## src/rtl/servo_position_sequencer.sv

```systemverilog
// Servo position sequencer: debounced step/mode keys drive a four-position
// cycle that changes only on servo frame boundaries, manually or on a dwell.
module servo_position_sequencer #(
    parameter int DEBOUNCE_CLKS = 500000,
    parameter int FRAME_CLKS    = 1000000,
    parameter int DWELL_FRAMES  = 50
) (
    input  logic       d_in_clk,
    input  logic       d_reset,
    input  logic       d_enable,
    input  logic       d_key_step,
    input  logic       d_key_mode,
    output logic [7:0] d_duty_cycle,
    output logic       d_frame_tick,
    output logic       d_auto_mode
);

    localparam int DBW = (DEBOUNCE_CLKS > 1) ? $clog2(DEBOUNCE_CLKS) : 1;
    localparam int FCW = (FRAME_CLKS > 1) ? $clog2(FRAME_CLKS) : 1;
    localparam int DWW = (DWELL_FRAMES > 1) ? $clog2(DWELL_FRAMES) : 1;

    localparam logic [DBW-1:0] DB_LAST = DBW'(DEBOUNCE_CLKS - 1);
    localparam logic [FCW-1:0] FR_LAST = FCW'(FRAME_CLKS - 1);
    localparam logic [DWW-1:0] DW_LAST = DWW'(DWELL_FRAMES - 1);

    typedef enum logic [1:0] {
        CENTRE_A,
        MINUS90,
        CENTRE_B,
        PLUS90
    } pos_t;

    // bit 0 = step key, bit 1 = mode key
    logic [1:0]     sync1;
    logic [1:0]     sync2;
    logic [1:0]     acc;
    logic [1:0]     db_hit;
    logic [DBW-1:0] db_cnt [2];
    logic           step_press;
    logic           mode_press;

    logic [FCW-1:0] frame_cnt;

    pos_t           state;
    pos_t           state_n;
    logic           pending;
    logic           pending_n;
    logic [DWW-1:0] dwell;
    logic [DWW-1:0] dwell_n;
    logic           auto_n;

    function automatic pos_t next_pos(input pos_t s);
        next_pos = CENTRE_A;
        unique case (s)
            CENTRE_A: next_pos = MINUS90;
            MINUS90:  next_pos = CENTRE_B;
            CENTRE_B: next_pos = PLUS90;
            PLUS90:   next_pos = CENTRE_A;
        endcase
    endfunction

    function automatic logic [7:0] code_of(input pos_t s);
        code_of = 8'd0;
        unique case (s)
            CENTRE_A: code_of = 8'd0;
            MINUS90:  code_of = 8'd1;
            CENTRE_B: code_of = 8'd0;
            PLUS90:   code_of = 8'd2;
        endcase
    endfunction

    // Two-flop synchronizers for the raw, idle-high pushbuttons
    always_ff @(posedge d_in_clk or negedge d_reset) begin
        if (!d_reset) begin
            sync1 <= 2'b11;
            sync2 <= 2'b11;
        end else begin
            sync1 <= {d_key_mode, d_key_step};
            sync2 <= sync1;
        end
    end

    // A level is accepted once it has differed for DEBOUNCE_CLKS clocks
    always_comb begin
        for (int k = 0; k < 2; k++) begin
            db_hit[k] = (sync2[k] != acc[k]) && (db_cnt[k] == DB_LAST);
        end
    end

    // Press = accepted level about to fall from 1 to 0
    assign step_press = db_hit[0] & acc[0];
    assign mode_press = db_hit[1] & acc[1];

    // Per-key stability counters and accepted levels
    always_ff @(posedge d_in_clk or negedge d_reset) begin
        if (!d_reset) begin
            acc <= 2'b11;
            for (int k = 0; k < 2; k++) begin
                db_cnt[k] <= '0;
            end
        end else begin
            for (int k = 0; k < 2; k++) begin
                if (sync2[k] == acc[k]) begin
                    db_cnt[k] <= '0;
                end else if (db_hit[k]) begin
                    acc[k]    <= sync2[k];
                    db_cnt[k] <= '0;
                end else begin
                    db_cnt[k] <= db_cnt[k] + DBW'(1);
                end
            end
        end
    end

    // Frame counter; tick follows the last enabled count of a frame
    always_ff @(posedge d_in_clk or negedge d_reset) begin
        if (!d_reset) begin
            frame_cnt    <= '0;
            d_frame_tick <= 1'b0;
        end else begin
            d_frame_tick <= d_enable && (frame_cnt == FR_LAST);
            if (d_enable) begin
                if (frame_cnt == FR_LAST) begin
                    frame_cnt <= '0;
                end else begin
                    frame_cnt <= frame_cnt + FCW'(1);
                end
            end
        end
    end

    // Next position, pending, dwell and mode; a mode press overrides a tick
    always_comb begin
        state_n   = state;
        pending_n = pending;
        dwell_n   = dwell;
        auto_n    = d_auto_mode;
        if (mode_press) begin
            auto_n    = ~d_auto_mode;
            dwell_n   = '0;
            pending_n = 1'b0;
        end else if (d_auto_mode) begin
            pending_n = 1'b0;
            if (d_frame_tick) begin
                if (dwell == DW_LAST) begin
                    state_n = next_pos(state);
                    dwell_n = '0;
                end else begin
                    dwell_n = dwell + DWW'(1);
                end
            end
        end else if (d_frame_tick) begin
            if (pending || step_press) begin
                state_n = next_pos(state);
            end
            pending_n = 1'b0;
        end else if (step_press) begin
            pending_n = 1'b1;
        end
    end

    // Position state and registered outputs
    always_ff @(posedge d_in_clk or negedge d_reset) begin
        if (!d_reset) begin
            state        <= CENTRE_A;
            pending      <= 1'b0;
            dwell        <= '0;
            d_auto_mode  <= 1'b0;
            d_duty_cycle <= 8'd0;
        end else begin
            state        <= state_n;
            pending      <= pending_n;
            dwell        <= dwell_n;
            d_auto_mode  <= auto_n;
            d_duty_cycle <= code_of(state_n);
        end
    end

endmodule

```

## config.mk

```make
export PLATFORM = sky130hd
export DESIGN_NAME = servo_position_sequencer
export DESIGN_NICKNAME = d
export VERILOG_FILES = /design/src/rtl/servo_position_sequencer.sv
export SDC_FILE = /design/constraint.sdc
export NUM_CORES = 1
export LEC_CHECK = 0
export CAP_MARGIN = 40
export CORE_MARGIN = 2
export CORE_UTILIZATION = 40
export CTS_CLUSTER_DIAMETER = 200
export DETAILED_ROUTE_END_ITERATION = 10
export SYNTH_ARGS = -nofsm -noshare
export SYNTH_HDL_FRONTEND = slang
export SYNTH_SLANG_ARGS = --single-unit
```

## constraint.sdc

```tcl
create_clock -name d_in_clk -period 2.28 [get_ports d_in_clk]
set_input_delay 0.228 -clock d_in_clk [delete_from_list [all_inputs] [get_ports d_in_clk]]
set_output_delay 0.228 -clock d_in_clk [all_outputs]
set_load 0.02 [all_outputs]
```

# Yosys cells after proc, flatten, opt, wreduce, memory -nomap -nowiden
# Cells that the tools add are included.
totals:
  register_bits: 83
  in_bits: 5
  out_inout_bits: 10
  wordCells: 70
op_classes:
  n_addsub: 4
  eq_ne: 14
  muxes: 21
  n_bitwise: 5
  n_reduce_logical: 13
ops:
  columns: ["cell", "n"]
  rows:
  - ["2-to-1 mux 19 bit", 4]
  - ["adder 19 x 1 -> 19 bit (second input constant)", 2]
  - ["equality test 19 bit (second input constant)", 2]
  - ["2-to-1 mux 6 bit", 4]
  - ["one-hot mux 8 bit (3 select lines)", 1]
  - ["adder 20 x 1 -> 20 bit (second input constant)", 1]
  - ["equality test 20 bit (second input constant)", 1]
  - ["2-to-1 mux 20 bit", 1]
  - ["2-to-1 mux 2 bit", 6]
  - ["equality test 2 bit (second input constant)", 4]
  - ["one-hot mux 2 bit (4 select lines)", 1]
  - ["adder 6 x 1 -> 6 bit (second input constant)", 1]
  - ["equality test 6 bit (second input constant)", 1]
  - ["AND reduction 2 bit", 3]
  - ["equality test 2 x 1 -> 1 bit (second input constant)", 2]
  - ["logical NOT 2 bit", 2]
  - ["2-to-1 mux 1 bit", 4]
  - ["nonzero test 2 bit", 2]
  - ["nonzero test 4 bit", 1]
  - ["logical AND 1 bit", 3]
  - ["NOT 1 bit", 3]
  - ["AND 1 bit", 2]
  - ["equality test 1 bit", 2]
  - ["inequality test 1 bit", 2]
  - ["2 further kinds", 2]

# Depth between registers and ports, before layout
# Gate-level depths: netlist (run 1).
depth:
  word_depth: 11
  mapped_depth: 7
  depth_no_buf: 7

# Worst setup path before layout (run 1)
# OpenSTA, ideal clock, no wires.
synth_timing:
  kind: "register -> register"
  from: "register db_cnt[0] in the netlist's numbering"
  to: "register state[0]"
  arrival_time_ns: 1.866
  required_time_ns: 2.155
  path_slack_ns: 0.289
  path_stages_with_launch: 7
  path_buffers: 0
  cell_sequence: "dfrtp_1 -> ha_1 -> nand4_2 -> or4_4 -> nor3_4 -> a211oi_4 -> mux2_4"
synth_via:
  elab_chain_len: 4
synth_rtl:
  columns: ["element", "line", "rtl"]
  rows:
  - ["from (decl)", "38", "logic [DBW-1:0] db_cnt [2];"]
  - ["from (signal, indexed assignment)", "109", "db_cnt[k] <= db_cnt[k] + DBW'(1);"]
  - ["equality test 19 bit", "86", "db_hit[k] = (sync2[k] != acc[k]) && (db_cnt[k] == DB_LAST);"]
  - ["logical AND 1 bit", "86", null]
  - ["AND 1 bit", "92", "assign mode_press = db_hit[1] & acc[1];"]
  - ["2-to-1 mux 2 bit", "138", "if (mode_press) begin"]
  - ["via state_n[0]", "45", "pos_t state_n;"]
  - ["to (signal assigned)", "171", "state <= state_n;"]
  - ["to (decl)", "44", "pos_t state;"]
# The timed path passes the listed nets, and every way through them passes these cells.
# A chain may end at the register's enable or synchronous reset.

# Worst setup path after layout (run 1)
layout_timing:
  from: "register db_cnt[0] in the netlist's numbering"
  to: "register db_cnt[15] in the netlist's numbering"
layout_via:
  elab_chain_len: 4
layout_rtl:
  columns: ["element", "line", "rtl"]
  rows:
  - ["parallel branches: the longest is 2 deep, another holds adder 19 x 1 -> 19 bit", null, null]
  - ["2-to-1 mux 19 bit *", "105", "end else if (db_hit[k]) begin"]
  - ["2-to-1 mux 19 bit *", "103", "if (sync2[k] == acc[k]) begin"]
# Every way passes the cells marked *.

==> results.json, run 1 <==
{
  "placedCellCount": 500,
  "grt_max_degree": 43,
  "place_area_sq_um": 4013,
  "drtPass1Iterations": 4,
  "die_h_um": 101.2,
  "final.setup.tns_ns": 0,
  "critPathArrivalTime_ns": 2.29,
  "fp.coreArea_sq_um": 9196,
  "clk_path_buf_depth": 2,
  "cp_num_buf_inv": 0,
  "combPwrFrac_pct": 7.4,
  "ant_nets": 0,
  "cts.sink_count": 77,
  "slew_headroom_pct": 61.41,
  "regToRegSetupSlack_ns": 0.22,
  "critical_path.top_delay_family": "simple AND/OR/NAND/NOR gates",
  "grt_pass1_vias": 2575,
  "final_cell_mix": "dfrtp_1, nor2_1, nand2_1",
  "totalWireLength_mm": 6.602,
  "skew_ns": 0.003819,
  "insertion_delay_ns": 0.35,
  "cts_tree": "done",
  "final_area_sq_um": 4223,
  "ys_ff_latch": 77,
  "cp_slowest_cell": "or4_4",
  "remaining_drc_errors": 0,
  "status": "completed",
  "finalMaxSlewViolations": 0,
  "finalPower_mw": 2.712,
  "rows": 35,
  "synth_cell_types": 43,
  "gp_congestion": 0.7773,
  "numCtsBuffers": 9,
  "pwr-share-seq_pct": 55.1,
  "die-area_sq_um": 10240,
  "synthFlopType": "dfrtp_1",
  "p_sw_uw": 656.7,
  "powerDensity_nw_per_um2": 642.1,
  "setup_viol": 0,
  "fillers": 867,
  "criticalPathCategory": "reg -> reg",
  "root_buffer": "clkbuf_8",
  "max-cap-violations": 0,
  "worst_hold_slack_ns": 0.2794,
  "syn_area_sq_um": 3779,
  "ir_drop_mv": 0.4310,
  "io_pins": 15,
  "tightestPinTransition_ns": 0.5744,
  "swShare_pct": 24.22,
  "drive_above_1_share_pct": 11.33,
  "postSynthCellCount": 380,
  "hpwl_mm": 4.529,
  "vias": 2612,
  "p_clk_share_pct": 37.6,
  "critical_path.max_stage_delay_ns": 0.46,
  "drt_iter0_drc": 88,
  "die_w_um": 101.2,
  "place.port_buffers": 8,
  "synth_edf_count": 0,
  "hold_violations": 0,
  "overflow": 0,
  "final_common_cell": "dfrtp_1",
  "viasPerCell": 5.052,
  "initial_core_util_pct": 41.09,
  "cts.clk_slew.worst_paths_ns": 0.07,
  "endpoint_kind": "flip-flop",
  "syn_to_final_growth_pct": 11.75,
  "syn_area_per_cell_sq_um": 9.944,
  "critPathLaunchType": "flip-flop",
  "track_usage_pct": 14.77,
  "ys_seq_area_share_pct": 51.19,
  "cts_htree_levels": 3,
  "period_needed_ns": 2.060,
  "ys_warn_count": 0,
  "hold_path_class": "in -> reg",
  "cp_max_fo": 17,
  "grt_pass1_wl_mm": 11.79,
  "finalNetCount": 413,
  "internal_power_mw": 2.055,
  "synth-async-reset-ratio_pct": 100.0,
  "grt_antenna_before_repair": 0,
  "stdcell_count": 517,
  "max_freq_mhz": 485.4,
  "required_ns": 2.51,
  "avgRoutedWirePerCell_um": 12.77,
  "period_share_pct": 90.36,
  "antennaDiodeCount": 0,
  "rsz0062_at_grt": "no",
  "leakage_nw": 1.814,
  "crit_chain": "ha_1 > nand4_2 > or4_4 > or2_2 > nand2_2 > nor2_1"
}
==> routing by layer <==
layer  GRT usage (%)  vias to the layer above  wire (um)
li1                -                     1307          -
met1           19.31                     1269       3285
met2           22.82                       28       3027
met3           4.762                        8        187
met4           5.925                        0        102
met5               0                        -          0
==> cells by family after synthesis <==
| kind of cell | share of synthesized area, % |
|---|---|
| other cells | 0.09924 |
| mux | 2.185 |
| compound gates | 2.980 |
| buf+inv | 3.642 |
| fa+ha+maj | 2.318 |
| xor+xnor | 12.28 |
| flops | 51.19 |
| simple gates | 25.30 |
==> synth_stat cells, drive strengths merged, types with 8 or more instances <==
cell / n / share of area [%]
nor3: 13 / 2.2
a21oi: 8 / 1.1
buf: 9 / 1.7
xnor2: 28 / 6.5
nand2: 30 / 3.0
dfrtp: 71 / 47
nand3: 23 / 3.0
nand4: 11 / 2.0
nor2: 67 / 6.7
inv: 17 / 1.7
and3: 8 / 1.3
xor2: 25 / 5.8
==> per-stage QoR <==
| step | setup WS, ns | util (%) |
|---|---|---|
| after floorplan | 0.2887 | - |
| after global placement | 0.2134 | 43.63 |
| after detailed placement | 0.1590 | 43.63 |
| after CTS | 0.2000 | 45.92 |
| after global routing | 0.06235 | 45.92 |
| final | 0.2197 | 45.92 |
==> worst reg2reg max path, cell delays in order (launching register included) <==
cell	delay [ns]
dfrtp_1	0.39
ha_1	0.24
nand4_2	0.16
or4_4	0.46
or2_2	0.32
nand2_2	0.27
nor2_1	0.10
==> layout make-up <==
cell class	instances	area, sq um	share of cell area, %
sequential	77	1934	45.81
timing repair buffer	17	160.2	3.793
inverter	17	63.81	1.511
clock buffer	16	200.2	4.741
tap	111	138.9	3.289
multi-input combinational	279	1725	40.86
==> power by group through the flow <==
stage,Clock [mW],Combinational [mW],Sequential (mW)
2_1_floorplan,0,0.142,1.51
3_3_place_gp,0,0.198,1.52
3_5_place_dp,0,0.201,1.52
4_1_cts,1.05,0.204,1.50
5_1_grt,1.12,0.232,1.51
6_report,1.02,0.200,1.49
==> flip-flops by register name (all words and copies together), names as in the netlist <==
name,flops
db_cnt,38
acc,2
sync1,2
state,2
dwell,6
frame_cnt,20
d_auto_mode,1
sync2,2
d_frame_tick,1
d_duty_cycle,2
pending,1
==> path summary, 6_finish.rpt <==
check                                start              end  cells after the start
worst min register to register    sync1[1]         sync2[1]                      0
max in group asynchronous          d_reset         sync1[0]                      3
worst max register to register   db_cnt[0]       db_cnt[15]                      6
worst min-delay path            d_key_step         sync1[0]                      1
worst max-delay path             db_cnt[0]       db_cnt[15]                      6
min in group asynchronous          d_reset  d_duty_cycle[0]                      2
==> timing repair <==
item	CTS	global route
hold buffers	1	0
hold endpoints to repair	37	0
resized for setup	0	0
buffers inserted	0	0
Power figures use the tool's default switching activity.
==> run 2, diff against run 1 <==
--- a/config.mk
+++ b/config.mk
@@ -9,7 +9,9 @@
 export CORE_MARGIN = 2
 export CORE_UTILIZATION = 40
 export CTS_CLUSTER_DIAMETER = 200
+export CTS_CLUSTER_SIZE = 20
 export DETAILED_ROUTE_END_ITERATION = 10
+export PLACE_DENSITY_LB_ADDON = 0.12
 export SYNTH_ARGS = -nofsm -noshare
 export SYNTH_HDL_FRONTEND = slang
 export SYNTH_SLANG_ARGS = --single-unit
==> run 2 against run 1 <==
  * Via count decreased by 2.0%
  * Sequential share of layout area hardly changed
  * Critical path depth unchanged
  * Power down 0.26%
  * Clock skew grew 0.0051 ns
  * Die area unchanged
  * Wire length decreased by 0.76%
  * First-iteration DRC count is 22% lower
  * Design area about the same
  * Register-to-register slack hardly changed
  * Critical path type unchanged
==> results.json, run 2 (synthesis results as in run 1) <==
{
  "status": "completed",
  "drtPass1Iterations": 4,
  "final.setup.tns_ns": 0,
  "final_area_sq_um": 4222,
  "critPathLaunchType": "flip-flop",
  "initial_core_util_pct": 41.09,
  "grt_max_degree": 48,
  "die_h_um": 101.2,
  "vias": 2559,
  "finalPower_mw": 2.705,
  "io_pins": 15,
  "top_register": "db_cnt",
  "track_usage_pct": 14.92,
  "drive_above_1_share_pct": 11.79,
  "preCtsSetupSlack_ns": 0.2094,
  "finalMaxSlewViolations": 0,
  "max-cap-violations": 0,
  "overflow": 0,
  "cts.clk_slew.worst_paths_ns": 0.08,
  "critPathArrivalTime_ns": 2.30,
  "totalWireLength_mm": 6.552,
  "grt_pass1_vias": 2582,
  "top_regs": "db_cnt (38), frame_cnt (20), dwell (6)",
  "stdcell_count": 518,
  "max_freq_mhz": 484.6,
  "largest_reg_flops": 38,
  "rsz0062_at_grt": "no",
  "gp_congestion": 0.8245,
  "fin_util_pct": 45.90,
  "viasPerCell": 4.940,
  "hold_path_class": "in -> reg",
  "hold_violations": 0,
  "endpoint_kind": "flip-flop",
  "numCtsBuffers": 9,
  "grt_antenna_before_repair": 0,
  "place.port_buffers": 8,
  "antennaDiodeCount": 0,
  "criticalPathCategory": "reg -> reg",
  "final_common_cell": "dfrtp_1",
  "tightestPinTransition_ns": 0.6235,
  "place_area_sq_um": 4020,
  "crit_chain": "ha_1 > nand4_2 > or4_4 > or2_2 > nand2_2 > nor2_1",
  "slew_headroom_pct": 58.43,
  "grt_pass1_wl_mm": 12.08,
  "cp_slowest_cell": "or4_4",
  "final_cell_mix": "dfrtp_1, nor2_1, nand2_1",
  "period_needed_ns": 2.064,
  "root_buffer": "clkbuf_8",
  "insertion_delay_ns": 0.36,
  "avgRoutedWirePerCell_um": 12.65,
  "syn_to_final_growth_pct": 11.72,
  "setup_slack_ns": 0.2163,
  "skew_ns": 0.008929,
  "powerDensity_nw_per_um2": 640.7,
  "cp_max_fo": 17,
  "finalNetCount": 414,
  "setup_viol": 0,
  "placedCellCount": 501,
  "cts_htree_levels": 3,
  "hpwl_mm": 4.528,
  "leakage_nw": 1.808,
  "die_w_um": 101.2,
  "drt_iter0_drc": 69,
  "fp.coreArea_sq_um": 9196,
  "ir_drop_mv": 0.3697,
  "die-area_sq_um": 10240,
  "clk_path_buf_depth": 2,
  "critical_path.max_stage_delay_ns": 0.47,
  "fillers": 877,
  "rows": 35,
  "worst_hold_slack_ns": 0.2745,
  "cts.sink_count": 77,
  "required_ns": 2.51,
  "cts_tree": "done",
  "period_share_pct": 90.51,
  "cp_num_buf_inv": 0,
  "remaining_drc_errors": 0,
  "critical_path.top_delay_family": "simple AND/OR/NAND/NOR gates",
  "ant_nets": 0
}
[run 2: changes by cell type in the layout (fill, tap and decap cells not counted), sizes merged]
| cell | change |
|---|---|
| clkinvlp | +2 |
| buf | +1 |
| clkbuf | -6 |
| bufinv | +1 |
| clkinv | +3 |
[run 2: final timing paths]
path	slack, ns	cells after the start	startpoint	endpoint
setup / recovery	0.22	6	db_cnt[0]	db_cnt[9]
setup reg to reg	0.22	6	db_cnt[0]	db_cnt[9]
max in group asynchronous	1.22	3	d_reset	sync2[1]
min in group asynchronous	0.42	2	d_reset	dwell[4]
hold reg to reg	0.36	0	sync1[0]	sync2[0]
hold / removal	0.27	1	d_key_mode	sync1[1]
[run 2: layout make-up]
| cell class | count | area, sq um | area share (%) |
|---|---|---|---|
| clock inverter | 6 | 63.81 | 1.512 |
| sequential | 77 | 1934 | 45.82 |
| tap | 111 | 138.9 | 3.290 |
| timing repair buffer | 18 | 167.7 | 3.972 |
| clock buffer | 10 | 127.6 | 3.023 |
| multi-input combinational | 279 | 1725 | 40.87 |
| inverter | 17 | 63.81 | 1.512 |
[run 2: repair_timing]
item | in CTS | in global routing
gates resized for setup | 0 | 0
buffers inserted | 0 | 0
hold buffers | 1 | 0
hold endpoints to repair | 41 | 0
[run 2: layer usage]
layer	track usage, %	part of all wire, %	wire [um]
met5	0	0	0
met4	6.341	1.9	122
met3	3.934	2.6	168
met2	22.62	45	2949
met1	20.27	51	3311
[run 2: power breakdown]
group          switching, mW  total, mW  internal [mW]
clock network          0.508       1.01          0.504
logic                  0.117      0.198         0.0815
registers             0.0672       1.49           1.43
total                  0.692       2.70           2.01
==> run 3, diff against run 2 <==
--- a/config.mk
+++ b/config.mk
@@ -12,6 +12,7 @@
 export CTS_CLUSTER_SIZE = 20
 export DETAILED_ROUTE_END_ITERATION = 10
 export PLACE_DENSITY_LB_ADDON = 0.12
+export SETUP_SLACK_MARGIN = 0.2
 export SYNTH_ARGS = -nofsm -noshare
 export SYNTH_HDL_FRONTEND = slang
 export SYNTH_SLANG_ARGS = --single-unit
==> run 3 against run 2 <==
  * Worst setup slack improved by 0.093 ns
  * Non-clock buffer count did not move
  * Critical path depth did not move
  * Critical endpoint is now state[1]
  * Largest cell class unchanged
==> results.json, run 3 (synthesis results as in run 1) <==
{
  "required_ns": 2.53,
  "fp.coreArea_sq_um": 9196,
  "drtPass1Iterations": 4,
  "preCtsSetupSlack_ns": 0.2094,
  "drt_iter0_drc": 60,
  "critical_path.max_stage_delay_ns": 0.47,
  "tightestPinTransition_ns": 0.6240,
  "hpwl_mm": 4.528,
  "rsz0062_at_grt": "no",
  "max_freq_mhz": 507.4,
  "regArea_sq_um": 1934,
  "worst_hold_slack_ns": 0.2738,
  "initial_core_util_pct": 41.09,
  "largest_reg_flops": 38,
  "fillers": 873,
  "hold_path_class": "in -> reg",
  "ir_drop_mv": 0.3699,
  "max-cap-violations": 0,
  "fin_util_pct": 46.14,
  "track_usage_pct": 14.92,
  "cts_htree_levels": 3,
  "root_buffer": "clkbuf_8",
  "cp_max_fo": 4,
  "rows": 35,
  "critPathArrivalTime_ns": 2.22,
  "io_pins": 15,
  "gp_congestion": 0.8245,
  "die_h_um": 101.2,
  "avgRoutedWirePerCell_um": 12.69,
  "vias": 2571,
  "skew_ns": 0.009234,
  "multi_input_area_sq_um": 1747,
  "period_share_pct": 86.44,
  "hold_violations": 0,
  "numCtsBuffers": 9,
  "slew_headroom_pct": 58.40,
  "setup_viol": 0,
  "die_w_um": 101.2,
  "drive_above_1_share_pct": 12.53,
  "met3_usage_pct": 3.934,
  "final_common_cell": "dfrtp_1",
  "powerDensity_nw_per_um2": 638.0,
  "cp_num_buf_inv": 0,
  "critical_path.top_delay_family": "simple AND/OR/NAND/NOR gates",
  "leakage_nw": 1.815,
  "place.port_buffers": 8,
  "critPathLaunchType": "flip-flop",
  "crit_chain": "ha_1 > nand4_2 > or4_4 > nor3_4 > a211oi_4 > mux2_4",
  "cp_slowest_cell": "or4_4",
  "viasPerCell": 4.963,
  "status": "completed",
  "final_cell_mix": "dfrtp_1, nor2_1, nand2_1",
  "grt_pass1_wl_mm": 12.08,
  "period_needed_ns": 1.971,
  "grt_antenna_before_repair": 0,
  "grt_use_met2_pct": 22.62,
  "grt_max_degree": 48,
  "totalWireLength_mm": 6.571,
  "top_regs": "db_cnt (38), frame_cnt (20), dwell (6)",
  "cts_tree": "done",
  "remaining_drc_errors": 0,
  "die-area_sq_um": 10240,
  "clk_path_buf_depth": 2,
  "criticalPathCategory": "reg -> reg",
  "insertion_delay_ns": 0.36,
  "antennaDiodeCount": 0,
  "endpoint_kind": "flip-flop",
  "top_register": "db_cnt",
  "met1_usage_pct": 20.27,
  "overflow": 0,
  "grt_busiest_layer": "met2",
  "grt_pass1_vias": 2582,
  "final.setup.tns_ns": 0,
  "finalNetCount": 414,
  "cts.clk_slew.worst_paths_ns": 0.09,
  "syn_to_final_growth_pct": 12.28,
  "ant_nets": 0,
  "finalPower_mw": 2.707,
  "finalMaxSlewViolations": 0,
  "setup_slack_ns": 0.3093,
  "cts.sink_count": 77
}
-- run 3: cell types whose count changed in the layout (fill, tap and decap cells not counted) --
| cell | change |
|---|---|
| nand2_2 | -1 |
| nand2_4 | +1 |
| nor4b_1 | -2 |
| nor4b_2 | +2 |
| or4_1 | -1 |
| or4_4 | +1 |
-- run 3: worst paths after layout --
path                       slack [ns]       start  cells after the start       end
setup / recovery                 0.31   db_cnt[0]                      6  state[1]
hold / removal                   0.27  d_key_mode                      1  sync1[1]
setup reg to reg                 0.31   db_cnt[0]                      6  state[1]
hold reg to reg                  0.36    sync1[0]                      0  sync2[0]
max in group asynchronous        1.22     d_reset                      3  sync2[1]
min in group asynchronous        0.42     d_reset                      2  dwell[4]
-- run 3: metal layers --
metal	vias up	routed length, um
met1	1220	3268
met5	-	0
li1	1312	-
met2	29	2976
met3	10	205
met4	0	122
-- run 3: where the power goes --
part           switching (mW)  leakage, nW  total, mW  internal, mW
logic                   0.117        0.688      0.199        0.0819
clock network           0.509       0.0923       1.01         0.504
registers              0.0671         1.04       1.49          1.43
-- run 3: timing repair --
item | CTS | global route
setup buffers | 0 | 0
hold buffers | 1 | 0
gates resized for setup | 0 | 4
hold endpoints to repair | 41 | 0
endpoints found under the setup margin | 0 | 24
-- run 3: area by class of cell --
| cell class | instances | share of cell area [%] |
|---|---|---|
| clock inverters | 6 | 1.504 |
| multi-input cells | 279 | 41.17 |
| flip-flops and latches | 77 | 45.59 |
| repair buffers | 18 | 3.952 |
| clock buffers | 10 | 3.008 |
| inverters | 17 | 1.504 |
| well taps | 111 | 3.273 |
-- run 3: metrics by stage --
step	instances	area [sq um]
3_3_place_gp	501	4020
2_1_floorplan	385	3797
6_report	518	4243
4_1_cts	518	4222
3_5_place_dp	501	4020
5_1_grt	518	4243
==> patch 1, RTL diff (settings of run 3) <==
Set the parameter `FRAME_CLKS` to 500000 (it was 1000000).
--- a/src/rtl/servo_position_sequencer.sv
+++ b/src/rtl/servo_position_sequencer.sv
@@ -3,5 +3,5 @@
 module servo_position_sequencer #(
     parameter int DEBOUNCE_CLKS = 500000,
-    parameter int FRAME_CLKS    = 1000000,
+    parameter int FRAME_CLKS    = 500000,
     parameter int DWELL_FRAMES  = 50
 ) (
Function: no difference found for any inputs over 10 cycles, from zero or initial values and one cycle with d_reset low; that may be too few to reach the edited logic, so the function may still have changed.
==> patch 1 against run 3 <==
Cell count is 4.2% lower. Sequential cell count is 1 lower. Final area is 1.9% lower. Total power is 1.8% lower. Area after synthesis is 2.6% lower. Routed wire length is 2.8% lower. Die area is 2.5% lower. Setup slack worse by 45 ps. Critical endpoint is now state[0]. Largest cell class unchanged. Largest power group unchanged.
==> patch 1: results <==
metrics = {
    "status": {
        "status": "finished clean",
    },
    "synthesis": {
        "synth_area_leaders": "dfrtp_1 48%, xor2_1 7.1%, nor2_1 6.0%, xnor2_1 5.0%, dfstp_2 4.3%",
        "ys_seq_area_share_pct": 51.9,
        "synth.top_cells.by_count": "70 x dfrtp_1, 59 x nor2_1, 30 x xor2_1, 27 x nand2_1, 25 x nand3_1",
        "synth.avg_cell_area_um2": 10.2,
        "synthMuxAreaShare_pct": 2.04,
        "yosys.area_share.xor_xnor_pct": 12.1,
        "synth-compound-area-share_pct": 3.37,
        "synth-adder-area-share_pct": 2.38,
    },
    "final_layout": {
        "finalNetCount": 395,
        "reg_top3": "db_cnt x38, frame_cnt x19, dwell x6",
        "final.fill_count": 831,
        "final_layout_size_suffix_gt1_share_pct": 11.3,
    },
    "sta": {
        "holdWs_ps": 292,
        "fin_skew_ps": 14.2,
    },
    "clock_network": {
        "worstSkewPairLatency_ps": 340,
    },
    "global_route": {
        "first_global_vias": 2530,
        "grt_usage_pct": 14.2,
        "grt_pass1_wl_um": 11500,
        "grt_max_degree": 44,
    },
    "pwr": {
        "clockPowerShare_pct": 38.7,
        "irDropWorstVdd_v": 0.000362,
        "leakage_nw": 1.82,
        "swShare_pct": 24.4,
        "seqPwrFrac_pct": 55.5,
    },
    "routing": {
        "drt_first_iter_violations": 76,
        "wl_per_cell_um": 12.9,
        "via_per_inst": 5.05,
        "routed_wirelength_um": 6390,
    },
    "worst_setup_path": {
        "r2r_slack_ps": 260,
        "cpPeakStageDelay_ps": 530,
        "path_max_fanout": 4,
    },
    "placement": {
        "dp_cells": 478,
        "place_area_um2": 3930,
    },
}
## patch 1: cell types whose count changed in the layout (fill, tap and decap cells not counted), moves of 4 or more
cell     before  now
and4_1        2    9
nor2_1       67   59
inv_1        17   11
xnor2_1      28   21
and2_1        0    4
xor2_1       25   30
nor3_1       11    4
## patch 1: stage by stage
stage,setup WS [ps],utilization [%]
final,264,47.3
after global routing,199,47.3
after CTS,204,47.0
after detailed placement,181,44.7
after global placement,226,44.7
after floorplan,224,-
## patch 1: kinds of logic after synthesis
family          count (synthesis)
xor+xnor                       51
other cells                     1
mux                             7
buf+inv                        23
compound gates                 20
simple gates                  175
fa+ha+maj                       7
flops                          76
## patch 1: layer usage
layer | global-route usage [%] | wire [µm] | vias to the layer above
li1 | - | - | 1263
met1 | 19.1 | 3150 | 1212
met2 | 22.7 | 2990 | 25
met3 | 4.39 | 204 | 4
met4 | 3.37 | 40 | 0
met5 | 0 | 0 | -
## patch 1: worst reg2reg max path: cells and delay by family, from the launching register on
kind | cells | cell delay [ps]
muxes | 1 | 330
DFF | 1 | 410
AOI/OAI and AO/OA | 1 | 360
and+or+nand+nor | 3 | 800
## patch 1: cell type report
cell class                      count  share of cell area, %
Clock inverter                      6                   1.47
Multi-Input combinational cell    266                   40.5
Sequential cell                    76                   45.9
Timing Repair Buffer               19                   4.60
Tap cell                          108                   3.25
Inverter                           11                  0.992
Clock buffer                       10                   3.31
## patch 1: worst paths after layout
kind,startpoint,end,depth (start not counted)
min in group asynchronous,d_reset,dwell[2],2
setup reg to reg,db_cnt[30],state[0],5
hold / removal,d_key_step,sync1[0],1
setup / recovery,db_cnt[30],state[0],5
hold reg to reg,sync1[1],sync2[1],0
max in group asynchronous,d_reset,sync2[0],3
==> patch 2, RTL diff (flow settings as in run 3) <==
Made on the original files. Compare `frame_cnt` against `FR_LAST` with >= in place of ==.
--- a/src/rtl/servo_position_sequencer.sv
+++ b/src/rtl/servo_position_sequencer.sv
@@ -121,5 +121,5 @@
             d_frame_tick <= d_enable && (frame_cnt == FR_LAST);
             if (d_enable) begin
-                if (frame_cnt == FR_LAST) begin
+                if (frame_cnt >= FR_LAST) begin
                     frame_cnt <= '0;
                 end else begin
Behaviour: same outputs for any inputs over 10 cycles, from zero or initial values and one cycle with d_reset low; that may be too few to reach the edited logic, so the function may still have changed.
==> patch 2 against run 3 <==
Final area grew 6.0%. Total power increased by 5.2%. Routed wire length increased by 7.5%. Clock power grew 13%. Worst hold slack gained 7.2 ps. Clock skew decreased by 0.79 ps. Sequential cell count is the same. Setup slack got worse by 200 ps. Critical path depth down 1. Via count increased by 4.9%. Area after synthesis rose by 2.4%. Non-clock buffer count rose by 12. Highest routed layer unchanged.
==> patch 2: results <==
metrics = {
    "synthesis": {
        "synth.avg_cell_area_um2": 9.97,
        "ys_seq_area_share_pct": 50.0,
        "yosys_warnings": 0,
        "async_flop_share_pct": 100,
        "synth_area_leaders": "dfrtp_1 46%, nor2_1 6.3%, xor2_1 5.9%, xnor2_1 4.3%, dfstp_2 4.1%",
        "synth.top_cells.by_count": "71 x dfrtp_1, 65 x nor2_1, 26 x xor2_1, 25 x nand2_1",
        "ys_types": 52,
    },
    "clock_network": {
        "clk_pin_slew_worst_paths_ps": 80,
        "clk_path_buf_depth": 2,
        "root_buffer": "clkbuf_8",
        "worstSkewPairLatency_ps": 350,
        "cts_made_buffers": 9,
        "htreeDepth": 3,
    },
    "routing": {
        "wl_per_cell_um": 12.8,
        "routed_wirelength_um": 7070,
        "drt_first_iter_violations": 53,
        "via_per_inst": 4.89,
    },
    "worst_hold_path": {
        "worstHoldPathType": "in -> reg",
    },
    "final_layout": {
        "final.fill_count": 905,
        "multi_input_area_um2": 1890,
        "finalNetCount": 430,
        "final_layout_size_suffix_gt1_share_pct": 16.5,
        "reg_top3": "db_cnt x38, frame_cnt x20, dwell x6",
        "n_antenna_cell": 0,
    },
    "placement": {
        "dp_hpwl_um": 4880,
        "place_area_um2": 4200,
        "io_buffer_count": 8,
        "gp_routability_congestion": 0.775,
        "dp_cells": 532,
    },
    "global_route": {
        "grt_usage_pct": 15.1,
        "first_global_vias": 2725,
        "antenna_found_initial": 0,
        "grt_pass1_wl_um": 12400,
        "grt_use_met1_pct": 20.5,
        "grt_max_degree": 41,
        "gr-usage-met2_pct": 24.0,
        "grt_use_met3_pct": 3.49,
    },
    "sta": {
        "finalSetupViolCount": 0,
        "fin_skew_ps": 8.44,
        "slew_headroom_pct": 65.0,
    },
    "worst_setup_path": {
        "r2r_slack_ps": 110,
        "path_max_fanout": 4,
        "r2r_cells": 5,
        "crit_slowest_cell": "or4_4",
        "cp-startpoint": "db_cnt[25]",
        "worstPathArrival_ps": 2420,
        "cpPeakStageDelay_ps": 560,
        "path_class": "reg -> reg",
        "r2r_end": "d_duty_cycle[1]",
    },
    "pwr": {
        "p_int_mw": 2.14,
        "leakage_nw": 1.97,
        "irDropWorstVdd_v": 0.000349,
    },
    "status": {
        "status": "finished clean",
    },
}
-- patch 2: cell count changes after synthesis, moves of 5 or more --
cell	before	now
nor4_1	7	2
o21ai_0	4	13
xnor2_1	28	19
inv_1	17	10
and4_1	2	7
-- patch 2: timing repair --
item,4_1_cts,5_1_grt
hold endpoints to repair,36,0
hold buffers,1,0
setup endpoints to repair,7,26
resized for setup,4,11
pin swaps,1,1
buffers inserted,3,0
-- patch 2: area by class of cell --
type | instances | share of cell area [%]
repair buffers | 30 | 5.73
inverters | 10 | 0.834
multi-input cells | 290 | 42.1
well taps | 129 | 3.59
clock buffers | 10 | 2.84
clock inverters | 6 | 1.95
flip-flops and latches | 77 | 43.0
-- patch 2: worst max-delay path: cells and delay by family (launching register included) --
| family | cells | cell delay (ps) |
|---|---|---|
| muxes | 1 | 360 |
| DFF | 1 | 420 |
| and+or+nand+nor | 2 | 700 |
| AOI/OAI and AO/OA | 2 | 600 |
-- patch 2: how the worst min path moves through the flow --
stage	from	end	slack (ps)	cells after the start
5_1_grt	d_key_step	sync1[0]	280	1
3_5_place_dp	d_reset	dwell[0]	250	1
4_1_cts	d_key_mode	sync1[1]	280	1
6_report	d_key_mode	sync1[1]	280	1
2_1_floorplan	d_reset	d_auto_mode	-70	0
3_3_place_gp	d_reset	dwell[0]	250	1
-- patch 2: logic make-up after synthesis --
group	after synthesis	share of synthesized area, %
AO/OA/AOI/OAI	38	6.50
AND/OR/NAND/NOR	187	25.6
XOR/XNOR	45	10.2
other	1	0.0969
buffers and inverters	26	3.33
adder cells (fa/ha/maj)	7	2.26
flip-flops	77	50.0
multiplexers	7	2.04
-- patch 2: per-stage QoR --
step,power [mW],hold slack (ps),worst slack [ps]
final,2.85,281,110
after detailed placement,1.73,252,29.9
after global routing,2.98,280,18.0
after global placement,1.73,255,107
after floorplan,1.66,-67.6,147
after CTS,2.88,276,86.8
-- patch 2: power groups by stage --
stage / clock [mW] / sequential [mW] / combinational [mW]
CTS: 1.16 / 1.51 / 0.205
global route: 1.23 / 1.52 / 0.232
floorplan: 0 / 1.52 / 0.141
finish: 1.14 / 1.51 / 0.201
detailed placement: 0 / 1.54 / 0.199
global placement: 0 / 1.53 / 0.196
-- patch 2: routing by layer --
layer  part of all wire [%]  wire length [µm]  vias up
li1                       -                 -     1377
met1                     52              3680     1293
met2                     45              3180       19
met3                    1.9               137        8
met4                   0.95                67        0
met5                      0                 0        -
